<file path="config.mk">
export PLATFORM = sky130hd
export DESIGN_NAME = alu_op_sequencer
export DESIGN_NICKNAME = d
export VERILOG_FILES = /design/src/rtl/cpu_defs_pkg.sv /design/src/rtl/seq_step_timer.sv /design/src/rtl/alu_op_sequencer.sv
export SDC_FILE = /design/constraint.sdc
export NUM_CORES = 1
export LEC_CHECK = 0
export ABC_CLOCK_PERIOD_IN_PS = 3200
export CORE_MARGIN = 2
export CORE_UTILIZATION = 55
export CTS_CLUSTER_DIAMETER = 40
export DETAILED_ROUTE_END_ITERATION = 10
export DONT_BUFFER_PORTS = 1
export PLACE_DENSITY = 0.79
export SLEW_MARGIN = 40
export SYNTH_ARGS = -nofsm -noshare
export SYNTH_HDL_FRONTEND = slang
export SYNTH_HIERARCHICAL = 1
export SYNTH_SLANG_ARGS = --single-unit
export TNS_END_PERCENT = 20
</file>
<file path="constraint.sdc">
create_clock -name clock -period 3.2 [get_ports clock]
set_input_delay 0.64 -clock clock [delete_from_list [all_inputs] [get_ports clock]]
set_output_delay 0.64 -clock clock [all_outputs]
set_load 0.02 [all_outputs]
</file>
<file path="src/rtl/cpu_defs_pkg.sv">
// Shared CPU control definitions: opcode constants, instruction-word field
// positions and the sequencer state encoding.
package cpu_defs_pkg;

    // Opcodes the logical-instruction sequencer knows how to execute
    localparam logic [4:0] OPC_AND = 5'b00101;
    localparam logic [4:0] OPC_OR  = 5'b00110;

    // Instruction-word field positions (LSB of each field)
    localparam int OPC_MSB = 31;
    localparam int OPC_LSB = 27;
    localparam int RA_LSB  = 23;
    localparam int RB_LSB  = 19;
    localparam int RC_LSB  = 15;

    // Sequencer phases: DECODE followed by the three datapath steps
    typedef enum logic [2:0] {
        ST_IDLE   = 3'd0,
        ST_DECODE = 3'd1,
        ST_T3     = 3'd2,
        ST_T4     = 3'd3,
        ST_T5     = 3'd4
    } seq_state_t;

    // True when the opcode is one this sequencer can carry out
    function automatic logic is_legal_op(input logic [4:0] opc);
        return (opc == OPC_AND) || (opc == OPC_OR);
    endfunction

endpackage

</file>
<file path="src/rtl/seq_step_timer.sv">
// Per-phase step timer: reloaded on every phase entry, counts down and
// flags the final cycle of the phase so capture strobes land there.
module seq_step_timer #(
    parameter int STEP_CYCLES = 1
) (
    input  logic clock,
    input  logic clear,
    input  logic load,
    output logic last
);

    localparam int CNT_W = (STEP_CYCLES > 1) ? $clog2(STEP_CYCLES) : 1;
    localparam logic [CNT_W-1:0] LOAD_VAL = CNT_W'(STEP_CYCLES - 1);

    logic [CNT_W-1:0] cnt_q;
    logic [CNT_W-1:0] cnt_d;

    // Reload on phase entry, otherwise count down and park at zero
    always_comb begin
        cnt_d = cnt_q;
        if (load) begin
            cnt_d = LOAD_VAL;
        end else if (cnt_q != '0) begin
            cnt_d = cnt_q - CNT_W'(1);
        end
    end

    // Counter register with synchronous clear
    always_ff @(posedge clock) begin
        if (clear) begin
            cnt_q <= '0;
        end else begin
            cnt_q <= cnt_d;
        end
    end

    assign last = (cnt_q == '0);

endmodule

</file>
<file path="src/rtl/alu_op_sequencer.sv">
// Control sequencer for register-to-register logical instructions (AND, OR).
// Walks the datapath through Rb->Y, Rc+ALU->Z, Zlo->Ra, with every phase
// stretched to STEP_CYCLES cycles. Optional feature macro:
// SEQ_R0_WRITE_GUARD_EN makes R0 read-only by suppressing its write strobe.
module alu_op_sequencer
    import cpu_defs_pkg::*;
#(
    parameter int REG_IDX_W   = 4,
    parameter int STEP_CYCLES = 1
) (
    input  logic                 clock,
    input  logic                 clear,
    input  logic                 start,
    input  logic [31:0]          ir,
    output logic                 busy,
    output logic                 done,
    output logic                 illegal,
    output logic [REG_IDX_W-1:0] reg_sel,
    output logic                 reg_out,
    output logic                 reg_in,
    output logic                 y_in,
    output logic                 z_in,
    output logic                 zlo_out,
    output logic                 AND,
    output logic                 OR
);

    seq_state_t  state_q;
    seq_state_t  state_d;
    logic [31:0] ir_q;
    logic [31:0] ir_d;
    logic        stepLoad;
    logic        stepLast;

    logic [4:0]           opcode;
    logic [REG_IDX_W-1:0] raIdx;
    logic [REG_IDX_W-1:0] rbIdx;
    logic [REG_IDX_W-1:0] rcIdx;
    logic                 unused_ir_low;

    assign opcode        = ir_q[OPC_MSB:OPC_LSB];
    assign raIdx         = ir_q[RA_LSB +: REG_IDX_W];
    assign rbIdx         = ir_q[RB_LSB +: REG_IDX_W];
    assign rcIdx         = ir_q[RC_LSB +: REG_IDX_W];
    assign unused_ir_low = ^ir_q[RC_LSB-1:0];

    seq_step_timer #(
        .STEP_CYCLES(STEP_CYCLES)
    ) u_step_timer (
        .clock(clock),
        .clear(clear),
        .load (stepLoad),
        .last (stepLast)
    );

    // State and captured instruction; clear wins over everything
    always_ff @(posedge clock) begin
        if (clear) begin
            state_q <= ST_IDLE;
            ir_q    <= '0;
        end else begin
            state_q <= state_d;
            ir_q    <= ir_d;
        end
    end

    // Next-state logic and Moore-decoded control strobes
    always_comb begin
        state_d  = state_q;
        ir_d     = ir_q;
        stepLoad = 1'b0;
        busy     = 1'b0;
        done     = 1'b0;
        illegal  = 1'b0;
        reg_sel  = '0;
        reg_out  = 1'b0;
        reg_in   = 1'b0;
        y_in     = 1'b0;
        z_in     = 1'b0;
        zlo_out  = 1'b0;
        AND      = 1'b0;
        OR       = 1'b0;
        case (state_q)
            ST_IDLE: begin
                if (start) begin
                    ir_d    = ir;
                    state_d = ST_DECODE;
                end
            end
            ST_DECODE: begin
                busy = 1'b1;
                if (is_legal_op(opcode)) begin
                    stepLoad = 1'b1;
                    state_d  = ST_T3;
                end else begin
                    illegal = 1'b1;
                    state_d = ST_IDLE;
                end
            end
            ST_T3: begin
                busy    = 1'b1;
                reg_out = 1'b1;
                reg_sel = rbIdx;
                if (stepLast) begin
                    y_in     = 1'b1;
                    stepLoad = 1'b1;
                    state_d  = ST_T4;
                end
            end
            ST_T4: begin
                busy    = 1'b1;
                reg_out = 1'b1;
                reg_sel = rcIdx;
                AND     = (opcode == OPC_AND);
                OR      = (opcode == OPC_OR);
                if (stepLast) begin
                    z_in     = 1'b1;
                    stepLoad = 1'b1;
                    state_d  = ST_T5;
                end
            end
            ST_T5: begin
                busy    = 1'b1;
                zlo_out = 1'b1;
                reg_sel = raIdx;
                if (stepLast) begin
`ifdef SEQ_R0_WRITE_GUARD_EN
                    reg_in = (raIdx != '0);
`else
                    reg_in = 1'b1;
`endif
                    done    = 1'b1;
                    state_d = ST_IDLE;
                end
            end
            default: begin
                state_d = ST_IDLE;
            end
        endcase
    end

endmodule

</file>
======== After elaboration in Yosys (flattened, before gate mapping) ========
Cells that the tools add are included.
word-level totals
  bits in registers ....................... 36
  bits in latches ......................... 0
  memory bits (writable) .................. 0
  ROM bits ................................ 0
  output and inout bits ................... 14
  memories kept ........................... 0
cells by class
  add/sub/neg operators ................... 1
  $mul .................................... 0
  divide/modulo/power cells ............... 0
  magnitude comparators ................... 0
  equality and inequality tests ........... 10
  shift-type cells ........................ 0
  mux-type cells .......................... 20
  bitwise operators ....................... 1
  reduce and logical (&&, ||, !) cells .... 7
operator list
  kind                                           number
  one-hot mux 3 bit (5 select lines)             1
  two-way mux 1 bit                              12
  two-way mux 3 bit                              4
  one-hot mux 4 bit (3 select lines)             1
  == test 5 x 3 -> 1 bit, second input constant  2
  != test 2 bit, second input constant           4
  == test 3 x 2 -> 1 bit, second input constant  2
  AND reduction 4 bit                            1
  OR reduction 4 bit                             1
  == test 3 x 1 -> 1 bit, second input constant  1
  == test 3 bit, second input constant           1
  zero test 3 bit                                1
  OR reduction 3 bit                             1
  two-way mux 2 bit                              1
  one-hot mux 1 bit (2 select lines)             1
  AND reduction 2 bit                            1
  OR reduction 2 bit                             1
  logical OR 1 bit                               1
  NOT 1 bit                                      1
  subtractor 1 bit, second input constant        1

======== Depth between registers and ports, before layout ========
  word-level depth ........................ 5
  gate-level depth with buffers ........... 6
  mapped depth without buffers ............ 4

======== Cells and area by module ========
Netlist, hierarchy kept.
by module, submodules not included
  module            times used  cells each  area each (um^2)
  alu_op_sequencer  1           123         964.7
  seq_step_timer    1           3           27.5

======== Worst setup path before layout ========
Ideal clock, no wire load.
  path kind ............................... reg2out
  start ................................... reg ir_q[27]
  end ..................................... out illegal
  arrival ................................. 1.629 ns
  required time ........................... 2.560 ns
  slack ................................... 0.931 ns
  cell stages (with the launch flop) ...... 3
  buffers on the path ..................... 0
  path through ............................ dfxtp_1 > xor2_1 > a2111oi_0
on the way
  word-level cells in the longest chain between the ends .. 4
  elaborated cells on any way between the ends .. 5
RTL lines
  item                    line                    source
  from (decl)             alu_op_sequencer.sv:30  logic [31:0] ir_q;
  from (signal assigned)  alu_op_sequencer.sv:63  ir_q <= ir_d;
  == test 5 x 3 -> 1 bit  cpu_defs_pkg.sv:27      return (opc == OPC_AND) || (opc == OPC_OR);
  logical OR 1 bit (*)    cpu_defs_pkg.sv:27
  two-way mux 1 bit (*)   alu_op_sequencer.sv:92  if (is_legal_op(opcode)) begin
  two-way mux 1 bit (*)   alu_op_sequencer.sv:83  case (state_q)
  to (decl)               alu_op_sequencer.sv:17  output logic illegal,
Every way passes the cells marked *; elsewhere a longest branch is shown, timed or not.

======== Final worst setup path ========
  start ................................... reg state_q[1]
  end ..................................... out OR
on the way
  word-level cells in the longest chain between the ends .. 2
RTL lines
  item                    line                    source
  from (decl)             alu_op_sequencer.sv:28  seq_state_t state_q;
  from (signal assigned)  alu_op_sequencer.sv:62  state_q <= state_d;
  == test 3 x 2 -> 1 bit  alu_op_sequencer.sv:83
  two-way mux 1 bit       alu_op_sequencer.sv:83
  to (decl)               alu_op_sequencer.sv:25  output logic OR
No other way between the ends.

==> flow_summary.ini <==
[outcome]
status = completed

[cts]
h-tree-depth = 1
clock_sinks = 21
cts.path.max_buffers = 2
cts_tree = yes
cts-resized-gates = 0
root_buffer = clkbuf_4
clkSlewWorstSetupHoldPaths_ps = 110
clk_latency_ps = 290
cts_inserted_buffers = 3
ctsHoldBuffers = 0
post-cts-setup-buffers = 0

[finish]
nNetsFinal = 158
multiInputGateArea_um2 = 485
drive_above_1_share_pct = 5.74
area_growth_pct = 0.634
diodes = 0
fillerInstances = 168
seq_area_um2 = 420

[worst_setup_path]
path_cells = nand2b_1 > inv_1 > nand3_1 > nor3b_1
critPathBufInv = 1
crit_slowest_cell = nor3b_1
path_delay_family = simple AND/OR/NAND/NOR gates
arrival_ps = 2050
r2r_start = state_q[0]
critPathKind = reg -> out
ff2ff_path_depth = 3
cp-startpoint = state_q[1]
path_max_fanout = 11
reg2reg_setup_slack_ps = 1470
critPathLaunchType = flip-flop
cp_data_required_time_ps = 2560
crit_path_end_kind = output pin
regToRegEndpoint = ir_q[18]
max_stage_delay_ps = 620

[sta]
slew_headroom_pct = 52.0
clock_skew_ps = 4.85
fmaxAchievable_mhz = 372
setup_viol = 0
fin_crit_ps = 2690
drv_slew = 0
rsz0062_at_grt = false
fin_hold_ws_ps = 396
worstMarginPinSlew_ps = 717
setup_tns_ps = 0
finalCritPeriodShare_pct = 84.1
hold_viol_final = 0

[detailed_routing]
drt_iter0_drc = 14
ant_nets = 0
firstDrtPassIters = 4
drc = 0
wl_per_cell_um = 12.9
drt_wl_total_um = 1890
vias = 791
drt-vias-per-instance = 5.38

[power]
switchingPower_mw = 0.120
p_per_area_nw_per_um2 = 471
intPower_mw = 0.348
clkPwrFrac_pct = 26.4
ir_worst_vdd_uv = 298
p_leak_nw = 0.375
pwr-share-seq_pct = 62.3
combinationalPowerShare_pct = 11.3
p_sw_share_pct = 25.6

[flow_run]
max-cap-violations = 0

[placed_design]
place.gp.congestion = 0.810
io_buffers = 0
dpl.hpwl_um = 1390

[synth]
yosys_warnings = 6
syn_area_per_cell_um2 = 7.90
mappedNetlistArea_um2 = 987
synth_nets = 160
syn_inst = 125

[grt]
grt_pass1_vias = 678
grt-ovfl-total = 0
antenna_found_initial = 0
grt_max_degree = 20
track_usage_pct = 18.8
grt_pass1_wl_um = 2880

[floorplanning]
coreArea_um2 = 1710
io_pins = 49
die-area_um2 = 2150
die_w_um = 46.4
num_rows = 15
floorplan.initialDensity_pct = 57.8
die_h_um = 46.4

[worst_hold_path]
holdCritStartpoint = clear
min_path_cells = 1
min_to = ir_q[16]
hp-class = in -> reg
==> routing by layer <==
metal | track usage, % | vias to the layer above | wire length (um)
met1 | 22.8 | 356 | 814
met4 | 7.43 | 0 | 12
met2 | 32.5 | 27 | 939
met3 | 3.53 | 2 | 127
met5 | 0 | - | 0
li1 | - | 406 | -
==> state kept, by name (all words and copies together), names as in the netlist <==
| register | flops |
|---|---|
| ir_q | 17 |
| state_q | 3 |
| u_step_timer/cnt_q | 1 |
==> area by class of cell <==
| cell class | count | share of cell area (%) |
|---|---|---|
| sequential | 21 | 42.3 |
| clock buffer | 4 | 2.64 |
| timing repair buffer | 2 | 1.51 |
| inverter | 4 | 1.51 |
| multi-input combinational | 91 | 48.9 |
| tap | 25 | 3.15 |
==> placed cells by master (no fill, tap or decap), drive strengths merged <==
master and instances:
nand4b 1, buf 2, and2 1, nand2b 3, o21ai 5, nor3 1
nor4b 1, xor2 1, or4b 1, nand2 41, nor2 2, clkbuf 4
a2111oi 1, nor3b 4, dfxtp 21, xnor2 1, mux2i 4, inv 4
a31oi 1, conb 1, a21oi 18, a21boi 1, nor2b 1, nand3 2
==> worst reg2reg max path: stages, from the launching register on <==
cell     delay [ps]
dfxtp_1         530
or4b_1          870
nand2_1         170
a21oi_1          70
==> worst max-delay path by stage <==
| stage | cells past startpoint | slack [ps] | to |
|---|---|---|---|
| final | 4 | 510 | OR |
| after global routing | 4 | 380 | AND |
| after CTS | 4 | 490 | OR |
| after detailed placement | 4 | 830 | OR |
| after global placement | 4 | 890 | OR |
| after floorplan | 2 | 930 | illegal |
==> power by group through the flow <==
stage / logic [mW] / clock network, mW / registers [mW]
6_report: 0.0529 / 0.124 / 0.292
4_1_cts: 0.0518 / 0.125 / 0.292
3_3_place_gp: 0.0496 / 0 / 0.296
2_1_floorplan: 0.0549 / 0 / 0.291
5_1_grt: 0.0607 / 0.134 / 0.294
3_5_place_dp: 0.0516 / 0 / 0.298
==> per-stage QoR <==
| step | utilization [%] | std cells | setup slack, ps | power (mW) | area (um2) |
|---|---|---|---|---|---|
| 5_1_grt | 58.2 | 147 | 377 | 0.489 | 993 |
| 2_1_floorplan | - | 125 | 931 | 0.346 | 987 |
| 6_report | 58.2 | 147 | 510 | 0.468 | 993 |
| 4_1_cts | 57.7 | 146 | 493 | 0.468 | 986 |
| 3_3_place_gp | 56.2 | 142 | 892 | 0.346 | 960 |
| 3_5_place_dp | 56.2 | 142 | 834 | 0.349 | 960 |
No activity file was read; power rests on OpenSTA's default activity.
